<file path="src/rtl/prescaled_bcd_counter.sv">
// Prescaled packed-BCD up counter with binary mirror, sticky overflow and a high-score register.
// Counts prescaled ticks plus external bumps; saturates or wraps at 10^DIGITS-1.
module prescaled_bcd_counter #(
  parameter int unsigned DIGITS          = 4,
  parameter int unsigned PRESCALE        = 15,
  parameter int unsigned PRE_W           = 13,
  parameter int unsigned BIN_W           = 32,
  parameter int unsigned HOLD_ON_DISABLE = 0,
  parameter int unsigned SATURATE        = 1
) (
  input  logic                  clk,
  input  logic                  rst,
  input  logic                  en,
  input  logic                  clr,
  input  logic                  bump,
  output logic [4*DIGITS-1:0]   bcd,
  output logic [BIN_W-1:0]      bin,
  output logic                  tick,
  output logic                  ovf,
  output logic [4*DIGITS-1:0]   best,
  output logic                  new_best
);

  localparam int unsigned CW = 4 * DIGITS;

  function automatic longint unsigned pow10(input int unsigned d);
    longint unsigned v;
    v = 1;
    for (int unsigned i = 0; i < d; i++) v = v * 10;
    return v;
  endfunction

  localparam longint unsigned MAXV     = pow10(DIGITS) - 1;
  localparam logic [BIN_W-1:0] MAX_BIN = BIN_W'(MAXV);
  localparam logic [CW-1:0]    MAX_BCD = {DIGITS{4'd9}};
  localparam logic [PRE_W-1:0] PRE_LAST = PRE_W'(PRESCALE - 1);

  logic [PRE_W-1:0] pre_q;
  logic [CW-1:0]    bcd_q;
  logic [BIN_W-1:0] bin_q;
  logic             tick_q;
  logic             ovf_q;
  logic [CW-1:0]    best_q;
  logic             new_best_q;

  logic             tick_ev;
  logic [1:0]       n;
  logic [1:0]       cin;
  logic [4:0]       dsum;
  logic [CW-1:0]    bcd_sum;
  logic             bcd_cout;
  logic [BIN_W:0]   bin_sum;
  logic             bin_over;
  logic [CW-1:0]    bcd_next;
  logic [BIN_W-1:0] bin_next;
  logic             ovf_hit;

  assign tick_ev = en & (pre_q == '0);
  assign n       = {1'b0, tick_ev} + {1'b0, bump & en};

  // Digit-wise ripple add; digit 0 takes the full 0..2 increment, the rest a 0/1 carry.
  always_comb begin
    bcd_sum = '0;
    cin     = n;
    dsum    = '0;
    for (int unsigned i = 0; i < DIGITS; i++) begin
      dsum = {1'b0, bcd_q[4*i +: 4]} + {3'b000, cin};
      if (dsum >= 5'd10) begin
        bcd_sum[4*i +: 4] = 4'(dsum - 5'd10);
        cin               = 2'd1;
      end else begin
        bcd_sum[4*i +: 4] = dsum[3:0];
        cin               = 2'd0;
      end
    end
    bcd_cout = cin[0];
  end

  assign bin_sum  = {1'b0, bin_q} + (BIN_W+1)'(n);
  assign bin_over = bin_sum > {1'b0, MAX_BIN};

  // A carry out of the top digit means count+n exceeded M, for clamping and wrapping alike.
  always_comb begin
    bcd_next = bcd_sum;
    bin_next = bin_sum[BIN_W-1:0];
    ovf_hit  = 1'b0;
    if (SATURATE != 0) begin
      if (bcd_cout) bcd_next = MAX_BCD;
      if (bin_over) bin_next = MAX_BIN;
      ovf_hit = (bcd_next == MAX_BCD);
    end else begin
      if (bin_over) bin_next = BIN_W'(bin_sum - {1'b0, MAX_BIN} - (BIN_W+1)'(1));
      ovf_hit = bcd_cout;
    end
  end

  always_ff @(posedge clk or negedge rst) begin
    if (!rst) begin
      pre_q  <= '0;
      bcd_q  <= '0;
      bin_q  <= '0;
      tick_q <= 1'b0;
      ovf_q  <= 1'b0;
    end else if (clr) begin
      pre_q  <= '0;
      bcd_q  <= '0;
      bin_q  <= '0;
      tick_q <= 1'b0;
      ovf_q  <= 1'b0;
    end else if (en) begin
      pre_q  <= (pre_q == PRE_LAST) ? '0 : pre_q + PRE_W'(1);
      bcd_q  <= bcd_next;
      bin_q  <= bin_next;
      tick_q <= tick_ev;
      if (ovf_hit) ovf_q <= 1'b1;
    end else begin
      tick_q <= 1'b0;
      if (HOLD_ON_DISABLE == 0) begin
        pre_q <= '0;
        bcd_q <= '0;
        bin_q <= '0;
      end
    end
  end

  // Packed BCD orders the same as its decimal value, so a plain compare suffices.
  always_ff @(posedge clk or negedge rst) begin
    if (!rst) begin
      best_q     <= '0;
      new_best_q <= 1'b0;
    end else if (bcd_q > best_q) begin
      best_q     <= bcd_q;
      new_best_q <= 1'b1;
    end else begin
      new_best_q <= 1'b0;
    end
  end

  assign bcd      = bcd_q;
  assign bin      = bin_q;
  assign tick     = tick_q;
  assign ovf      = ovf_q;
  assign best     = best_q;
  assign new_best = new_best_q;

endmodule

</file>
<file path="config.mk">
export PLATFORM = sky130hd
export DESIGN_NAME = prescaled_bcd_counter
export DESIGN_NICKNAME = d
export VERILOG_FILES = /design/src/rtl/prescaled_bcd_counter.sv
export SDC_FILE = /design/constraint.sdc
export NUM_CORES = 1
export LEC_CHECK = 0
export ABC_AREA = 1
export CAP_MARGIN = 40
export CORE_MARGIN = 2
export CORE_UTILIZATION = 52
export CTS_BUF_LIST = sky130_fd_sc_hd__clkbuf_4
export CTS_CLUSTER_DIAMETER = 150
export DETAILED_ROUTE_END_ITERATION = 6
export PLACE_DENSITY_LB_ADDON = 0.15
export SETUP_SLACK_MARGIN = 0.2
export SYNTH_ARGS = -nofsm -noshare
export SYNTH_HDL_FRONTEND = slang
export SYNTH_SLANG_ARGS = --single-unit
export TNS_END_PERCENT = 5
</file>
<file path="constraint.sdc">
create_clock -name clk -period 15.9 [get_ports clk]
set_clock_uncertainty 0.1 [all_clocks]
set_input_delay 2.385 -clock clk [delete_from_list [all_inputs] [get_ports clk]]
set_output_delay 2.385 -clock clk [all_outputs]
set_load 0.01 [all_outputs]
</file>
; Word level (Yosys, flattened, before mapping)
; Index checks and enable logic that the tools add are counted.
[op_classes]
eq_ne = 2
mux = 23
order_cmp = 6
bitwise_logic = 2
n_addsub = 11
reduce_logical = 4
[op_table]
columns = cell, n
row1 = two-way mux 32 bit, 3
row2 = two-way mux 16 bit, 3
row3 = two-way mux 13 bit, 3
row4 = adder 32 x 2 -> 33 bit, 1
row5 = > comparator 33 x 14 -> 1 bit (second input constant), 1
row6 = greater-or-equal comparator 5 x 4 -> 1 bit (second input constant), 4
row7 = == test 16 bit (second input constant), 1
row8 = > comparator 16 bit, 1
row9 = two-way mux 4 bit, 4
row10 = subtractor 4 bit (second input constant), 4
row11 = adder 4 x 1 -> 5 bit, 3
row12 = adder 13 x 1 -> 13 bit (second input constant), 1
row13 = == test 13 x 4 -> 1 bit (second input constant), 1
row14 = logical NOT 13 bit, 1
row15 = two-way mux 1 bit, 10
row16 = adder 4 x 2 -> 5 bit, 1
row17 = nonzero test 2 bit, 2
row18 = adder 1 x 1 -> 2 bit, 1
row19 = AND 1 bit, 2
row20 = AND reduction 2 bit, 1
[word_totals]
output_inout_bits = 67
register_bits = 80
in_bits = 5
word_cells = 55

; Longest topological paths before layout
; Gate-level depths: netlist of the first run.
[logic_depth]
ltp_word = 20
depth_mapped = 44
depth_no_buf = 43

; Worst setup path before layout of the first run
; OpenSTA, ideal clock, no wires.
[synth_path]
path_type = in2reg
start = input en
end = register ovf_q (netlist: ovf)
t_arrival_ns = 7.658
setup_time_ns = 0.121
required_ns = 15.679
setup_slack_ns = 8.021
path_buffers = 1
path_stages = 39
path_cell_list = nand3_1 -> nor3_1 -> ha_1 -> ha_1 -> fa_1 -> xnor2_1 -> ha_1 -> nand2_1 -> nand2_1 -> nand2_1 -> ha_1 -> ha_1 -> nand2_1 -> nand2_1 -> inv_1 -> ha_1 -> nand2_1 -> nand2_1 -> [... 3 more ...] -> xnor2_1 -> ha_1 -> nand2_1 -> nand2_1 -> nand2_1 -> ha_1 -> ha_1 -> xnor2_1 -> nand2_1 -> nand2_1 -> nand2_1 -> inv_1 -> clkbuf_1 -> nand3_1 -> nand2_1 -> inv_1 -> nand3_1 -> a21oi_1
[synth_between]
elab_chain_len = 18
word_cells_on_any_way = 28
cone_classes = 9 x add/sub / 4 x order compare / 1 x eq/ne / 9 x mux / 2 x bitwise / 3 x reduce/logical
[synth_lines]
columns = element, line_no
row1 = "start, declared", 13  ; input logic en,
row2 = "AND 1 bit, on equally long branches", "58, 59"
row3 = adder 1 x 1 -> 2 bit, 59  ; assign n = {1'b0, tick_ev} + {1'b0, bump & en};
row4 = adder 4 x 2 -> 5 bit, 67  ; dsum = {1'b0, bcd_q[4*i +: 4]} + {3'b000, cin};
row5 = greater-or-equal comparator 5 x 4 -> 1 bit, 68  ; if (dsum >= 5'd10) begin
row6 = two-way mux 1 bit, 68
row7 = adder 4 x 1 -> 5 bit, 67
row8 = greater-or-equal comparator 5 x 4 -> 1 bit, 68
row9 = two-way mux 1 bit, 68
row10 = [... 2 more ...], n/a
row11 = two-way mux 1 bit, 68
row12 = adder 4 x 1 -> 5 bit, 67
row13 = subtractor 4 bit or greater-or-equal comparator 5 x 4 -> 1 bit (tied branches), "69, 68"
row14 = two-way mux 4 bit or two-way mux 1 bit (tied branches), 68
row15 = two-way mux 16 bit, 88  ; if (bcd_cout) bcd_next = MAX_BCD;
row16 = == test 16 bit, 90  ; ovf_hit = (bcd_next == MAX_BCD);
row17 = nonzero test 2 bit (no line), n/a
row18 = AND reduction 2 bit (no line) (*), n/a
row19 = "end signal, assigned", 103  ; ovf_q <= 1'b0;
row20 = "end signal, assigned", 109  ; ovf_q <= 1'b0;
row21 = "end signal, assigned", 115  ; if (ovf_hit) ovf_q <= 1'b1;
row22 = "end, declared", 42  ; logic ovf_q;
; Mark *: on every way between the ends. The rest lies on a longest branch, timed or not.
; A chain may end at the register's enable or synchronous reset.

; Worst setup path after layout of the first run
; Ends and elaborated chain as after synthesis.

==> flow_metrics.env, run 1 <==
export IMPL_path_max_fanout=12
export IMPL_power_density_mw_per_mm2=64.17
export IMPL_reg2reg_slack_ns=8.87
export IMPL_synth_edf_count=0
export IMPL_yosysWarnings=0
export IMPL_endpoint_kind="flip-flop"
export IMPL_vdd_drop_max_v=0.00003126
export IMPL_slew_violations=0
export IMPL_finalSetupViolCount=0
export IMPL_fmax_mhz=114.4
export IMPL_num_rows=36
export IMPL_coreArea_mm2=0.009774
export IMPL_drt_total_wl_um=12850
export IMPL_grt_pass1_wl_um=21720
export IMPL_synth_cells=726
export IMPL_synth_most_common_cell="nand2_1"
export IMPL_ys_ff_latch=80
export IMPL_cts_tree="done"
export IMPL_cts_root_buf="clkbuf_4"
export IMPL_synth_common_cells="nand2_1, inv_1, nor2_1, dfrtp_1, nand3_1"
export IMPL_timing_critical_path_buf_inv=3
export IMPL_cp_common_cell="nand2_1"
export IMPL_seq_power_share_pct=53.8
export IMPL_finalCritPeriodShare_pct=54.97
export IMPL_wl_per_cell_um=13.41
export IMPL_holdBufCountCts=0
export IMPL_cts_buffer_depth=2
export IMPL_cp_top_family="adder cells"
export IMPL_worst_pin_slew_ns=0.6382
export IMPL_synth_area_per_cell_um2=7.209
export IMPL_synth_top_area_share_pct=38.25
export IMPL_first_global_vias=4761
export IMPL_hold_path_class="reg -> reg"
export IMPL_internal_power_mw=0.2684
export IMPL_io_pins=72
export IMPL_cellLeakagePower_nw=3.132
export IMPL_clk_latency_ns=0.47
export IMPL_hpwl_um=9965
export IMPL_initial_utilization_pct=53.55
export IMPL_postRouteAntennaNets=0
export IMPL_instances_no_fill=958
export IMPL_numCtsBuffers=9
export IMPL_antenna_found_initial=0
export IMPL_yosysUniqueCellTypes=36
export IMPL_cap_violations=0
export IMPL_overflow=0
export IMPL_routed_top_layer="met4"
export IMPL_vias=4827
export IMPL_drc=0
export IMPL_pwr_share_clk_pct=28.3
export IMPL_met1Wirelength_um=5639
export IMPL_netlist_area_mm2=0.005234
export IMPL_worstSetupPathType="in -> reg"
export IMPL_run_status="finished, final reports clean"
export IMPL_clk_pin_slew_ns=0.14
export IMPL_grt_max_degree=63
export IMPL_required_ns=16.15
export IMPL_htree_num_levels=3
export IMPL_rsz0062_at_grt="no"
export IMPL_cp_slowest_stage_delay_ns=0.57
export IMPL_drtPass1Iterations=5
export IMPL_postSynth_asyncResetShare_pct=100.0
export IMPL_slowest_stage="clkdlybuf4s50_1"
export IMPL_cts_sink_count=80
export IMPL_dp_cells=942
export IMPL_hold_violations=0
export IMPL_period_needed_ns=8.741
export IMPL_ys_flop_type="dfrtp_1"
export IMPL_ctsResizeCount=0
export IMPL_routed_wl_met3_um=625
export IMPL_worst_setup_path_start_kind="input pin"
export IMPL_areaGrowthSynthToFinish_pct=20.42
export IMPL_cts_setup_buffers=0
export IMPL_port_buffers=71
export IMPL_synth_seq_area_share_pct=38.25
export IMPL_cp_arrival_ns=8.99
export IMPL_nNetsFinal=860
export IMPL_dieWidth_um=104.3
export IMPL_combPwrFrac_pct=18.0
export IMPL_p_sw_share_pct=33.62
export IMPL_drive_gt1_share_pct=6.909
export IMPL_track_usage_pct=24.90
export IMPL_p_switching_mw=0.1360
export IMPL_drtIter0Drc=213
export IMPL_relSlewSlack_pct=57.41
export IMPL_met2_length_um=6137
export IMPL_yosysTopAreaCell="dfrtp_1"
export IMPL_finalSetupTns_ns=0
export IMPL_gp_congestion=0.8984
export IMPL_synthTopCellsByArea="dfrtp_1, nand2_1, inv_1"
export IMPL_n_antenna_cell=0
export IMPL_die_h_um=104.3
export IMPL_vias_per_cell=5.039
export IMPL_fp_dieArea_mm2=0.01088
[placed cells by master, fill, tap and decap left out, types with 2 or more instances in the layout]
cell / n
inv_1: 113
nand3_1: 58
clkdlybuf4s50_1: 70
xor2_1: 7
clkbuf_4: 9
xnor2_1: 8
nor3_1: 10
o21bai_1: 2
nor4_1: 2
o21ai_0: 19
dfrtp_1: 80
a21oi_1: 15
nand2_4: 2
clkinvlp_4: 3
nand2_1: 222
inv_6: 3
o21ai_1: 3
nor2_1: 85
nor2_8: 3
a31oi_1: 2
fa_1: 2
and2_1: 2
nand3b_1: 3
nand2_2: 10
buf_4: 3
nor2_2: 11
nor3b_1: 2
nand4_1: 8
ha_1: 33
nor2_4: 7
conb_1: 18
[layer usage]
layer | vias up | global-route usage (%)
met4 | 0 | 12.84
met2 | 146 | 41.41
met1 | 2203 | 31.25
met5 | - | 0
li1 | 2439 | -
met3 | 39 | 3.947
[final cells by class]
| class | count | area (um2) |
|---|---|---|
| inverters | 113 | 424.2 |
| flip-flops and latches | 80 | 2002 |
| fillers | 883 | 3472 |
| repair buffers | 74 | 750.7 |
| clock inverters | 7 | 53.80 |
| well taps | 133 | 166.4 |
| clock buffers | 9 | 67.56 |
| multi-input cells | 542 | 2838 |
[state kept, by name (all words and copies together), names as in the netlist]
signal / flops
bcd: 16
new_best: 1
pre_q: 13
bin: 32
tick: 1
best: 16
ovf: 1
[path summary, 6_finish.rpt]
path | from | to | cells past startpoint
max | en | ovf | 39
min | pre_q[0] | pre_q[0] | 1
max reg2reg | pre_q[4] | ovf | 39
min reg2reg | pre_q[0] | pre_q[0] | 1
max in group asynchronous | rst | tick | 2
min in group asynchronous | rst | bin[14] | 1
[logic make-up after synthesis]
| kind of cell | after synthesis | share of synthesized area, % |
|---|---|---|
| adder cells (fa/ha/maj) | 35 | 8.654 |
| buffers and inverters | 121 | 8.750 |
| AO/OA/AOI/OAI | 45 | 4.662 |
| XOR/XNOR | 15 | 2.510 |
| other | 1 | 0.07165 |
| flip-flops | 80 | 38.25 |
| AND/OR/NAND/NOR | 429 | 37.10 |
[power groups by stage]
stage	Sequential [mW]	Combinational [mW]	Clock [mW]
floorplan	0.222	0.0386	0
global placement	0.221	0.0709	0
detailed placement	0.221	0.0730	0
CTS	0.218	0.0730	0.117
global route	0.219	0.0808	0.128
finish	0.217	0.0727	0.114
[stage by stage]
stage	power [mW]	hold WS [ns]	util (%)	setup slack [ns]	cell area, um2
floorplan	0.2608	0.3536	-	8.021	5298
global placement	0.2921	0.3775	62.95	7.306	6153
detailed placement	0.2943	0.3797	63.24	6.741	6181
CTS	0.4072	0.4027	64.48	7.237	6302
global route	0.4270	0.4241	64.48	6.589	6302
finish	0.4044	0.4004	64.48	7.159	6302
No activity file was read; power rests on OpenSTA's default activity.
==> run 2, diff against run 1 <==
clock period = 7 ns   (was 15.9 ns; I/O delays follow)
==> run 2 against run 1 <==
  * Combinational power up 130%
  * Die area did not move
  * Setup slack got worse by 6.7 ns
  * Core utilization up 2.5 points
  * Largest cell class unchanged
==> flow_metrics.env, run 2 (synthesis gave the netlist of run 1 again) <==
export IMPL_run_status="finished, final reports clean"
export IMPL_slowest_stage="fa_2"
export IMPL_finalPower_mw=1.018
export IMPL_endpoint_kind="flip-flop"
export IMPL_coreArea_mm2=0.009774
export IMPL_cellLeakagePower_nw=3.211
export IMPL_numCtsBuffers=9
export IMPL_slew_violations=0
export IMPL_largest_register_ffs=32
export IMPL_fillers=844
export IMPL_internal_power_mw=0.7201
export IMPL_finalCritPeriodShare_pct=92.83
export IMPL_setup_slack_ns=0.5016
export IMPL_cts_buffer_depth=2
export IMPL_combPwrFrac_pct=16.7
export IMPL_antenna_found_initial=0
export IMPL_fmax_mhz=153.9
export IMPL_cp_slowest_stage_delay_ns=0.54
export IMPL_drtPass1Iterations=4
export IMPL_vias_per_cell=4.991
export IMPL_drtIter0Drc=207
export IMPL_postRouteAntennaNets=0
export IMPL_port_buffers=71
export IMPL_overflow=0
export IMPL_io_pins=72
export IMPL_worst_pin_slew_ns=0.8332
export IMPL_place_ws_ns=-0.3107
export IMPL_hold_path_class="in -> async"
export IMPL_drt_total_wl_um=13040
export IMPL_drive_gt1_share_pct=11.10
export IMPL_rr_endpoint="ovf"
export IMPL_dieWidth_um=104.3
export IMPL_required_ns=7.26
export IMPL_grt_pass1_wl_um=21470
export IMPL_vias=4846
export IMPL_fp_dieArea_mm2=0.01088
export IMPL_rsz0062_at_grt="no"
export IMPL_cts_root_buf="clkbuf_4"
export IMPL_hold_violations=0
export IMPL_die_h_um=104.3
export IMPL_holdBufCountCts=0
export IMPL_nNetsFinal=874
export IMPL_worst_hold_slack_ns=0.3458
export IMPL_rr_startpoint="pre_q[4]"
export IMPL_p_sw_share_pct=29.23
export IMPL_cap_violations=0
export IMPL_clk_pin_slew_ns=0.14
export IMPL_r2r_cells=41
export IMPL_pwr_share_clk_pct=34.8
export IMPL_worst_setup_path_start_kind="input pin"
export IMPL_seq_power_share_pct=48.5
export IMPL_track_usage_pct=24.20
export IMPL_cp_common_cell="nand2_1"
export IMPL_cts_tree="done"
export IMPL_layout_commonest_cell="nand2_1"
export IMPL_num_rows=36
export IMPL_power_density_mw_per_mm2=155.4
export IMPL_wl_per_cell_um=13.43
export IMPL_hpwl_um=10050
export IMPL_reg2reg_slack_ns=0.74
export IMPL_finalSetupViolCount=0
export IMPL_p_switching_mw=0.2974
export IMPL_vdd_drop_max_v=0.00008487
export IMPL_path_max_fanout=3
export IMPL_clk_latency_ns=0.43
export IMPL_grt_max_degree=66
export IMPL_period_needed_ns=6.498
export IMPL_areaGrowthSynthToFinish_pct=25.10
export IMPL_drc=0
export IMPL_htree_num_levels=3
export IMPL_final_core_util_pct=66.99
export IMPL_worstSetupPathType="in -> reg"
export IMPL_cp_arrival_ns=6.76
export IMPL_n_antenna_cell=0
export IMPL_initial_utilization_pct=53.55
export IMPL_gp_congestion=0.9023
export IMPL_final_cell_mix="nand2_1, inv_1, nor2_1"
export IMPL_relSlewSlack_pct=44.45
export IMPL_first_global_vias=4583
export IMPL_finalSetupTns_ns=0
export IMPL_cts_sink_count=80
==> run 2: cell count changes in the layout (fill, tap and decap cells not counted), moves of 6 or more <==
cell	before	now
nand2_1	222	216
ha_2	0	6
buf_4	3	17
ha_1	33	25
nand2_2	10	16
==> run 2: power by group through the flow <==
stage,sequential (mW),combinational (mW),clock [mW]
final,0.494,0.170,0.354
after CTS,0.494,0.168,0.361
after detailed placement,0.503,0.167,0
after global placement,0.503,0.162,0
after global routing,0.496,0.190,0.377
after floorplan,0.505,0.0878,0
==> run 2: per-stage QoR <==
step	instance area, um2	instances
3_5_place_dp	6248	954
5_1_grt	6548	971
2_1_floorplan	5298	743
3_3_place_gp	6243	953
4_1_cts	6430	969
6_report	6548	971
==> run 2: worst max path at each step <==
stage	startpoint	to	slack (ns)	cells after the start
floorplan	en	ovf	0.46	39
global placement	en	ovf	0.06	39
CTS	en	ovf	0.28	39
global route	en	ovf	0.1	41
finish	en	ovf	0.50	41
detailed placement	en	ovf	-0.31	39
==> run 2: layout make-up <==
cell class | count | area [um2] | share of cell area [%]
clock buffers | 10 | 75.07 | 1.147
clock inverters | 5 | 106.4 | 1.624
inverters | 113 | 426.7 | 6.516
multi-input cells | 542 | 2938 | 44.87
flip-flops and latches | 80 | 2002 | 30.58
well taps | 133 | 166.4 | 2.542
repair buffers | 88 | 833.3 | 12.73
==> run 2: critical path: cells and delay by family <==
family / cells / cell delay, ns
AOI/OAI and AO/OA: 2 / 0.15
xor gates and xnor gates: 1 / 0.21
adders and majority gates: 12 / 2.72
buffers and inverters: 6 / 0.87
and+or+nand+nor: 20 / 1.75
==> run 2: timing repair <==
action | in CTS | in global routing
setup buffers | 0 | 2
pin swaps | 0 | 10
gates resized for setup | 1 | 25
setup endpoints to repair | 1 | 14
==> run 2: layer usage <==
layer  up-vias  part of all wire [%]  global-route usage (%)
met3        26                   5.1                   2.945
met5         -                     0                       0
met2       120                    49                   42.16
met4         0                   2.5                   8.687
met1      2242                    43                   30.90
li1       2458                     -                       -
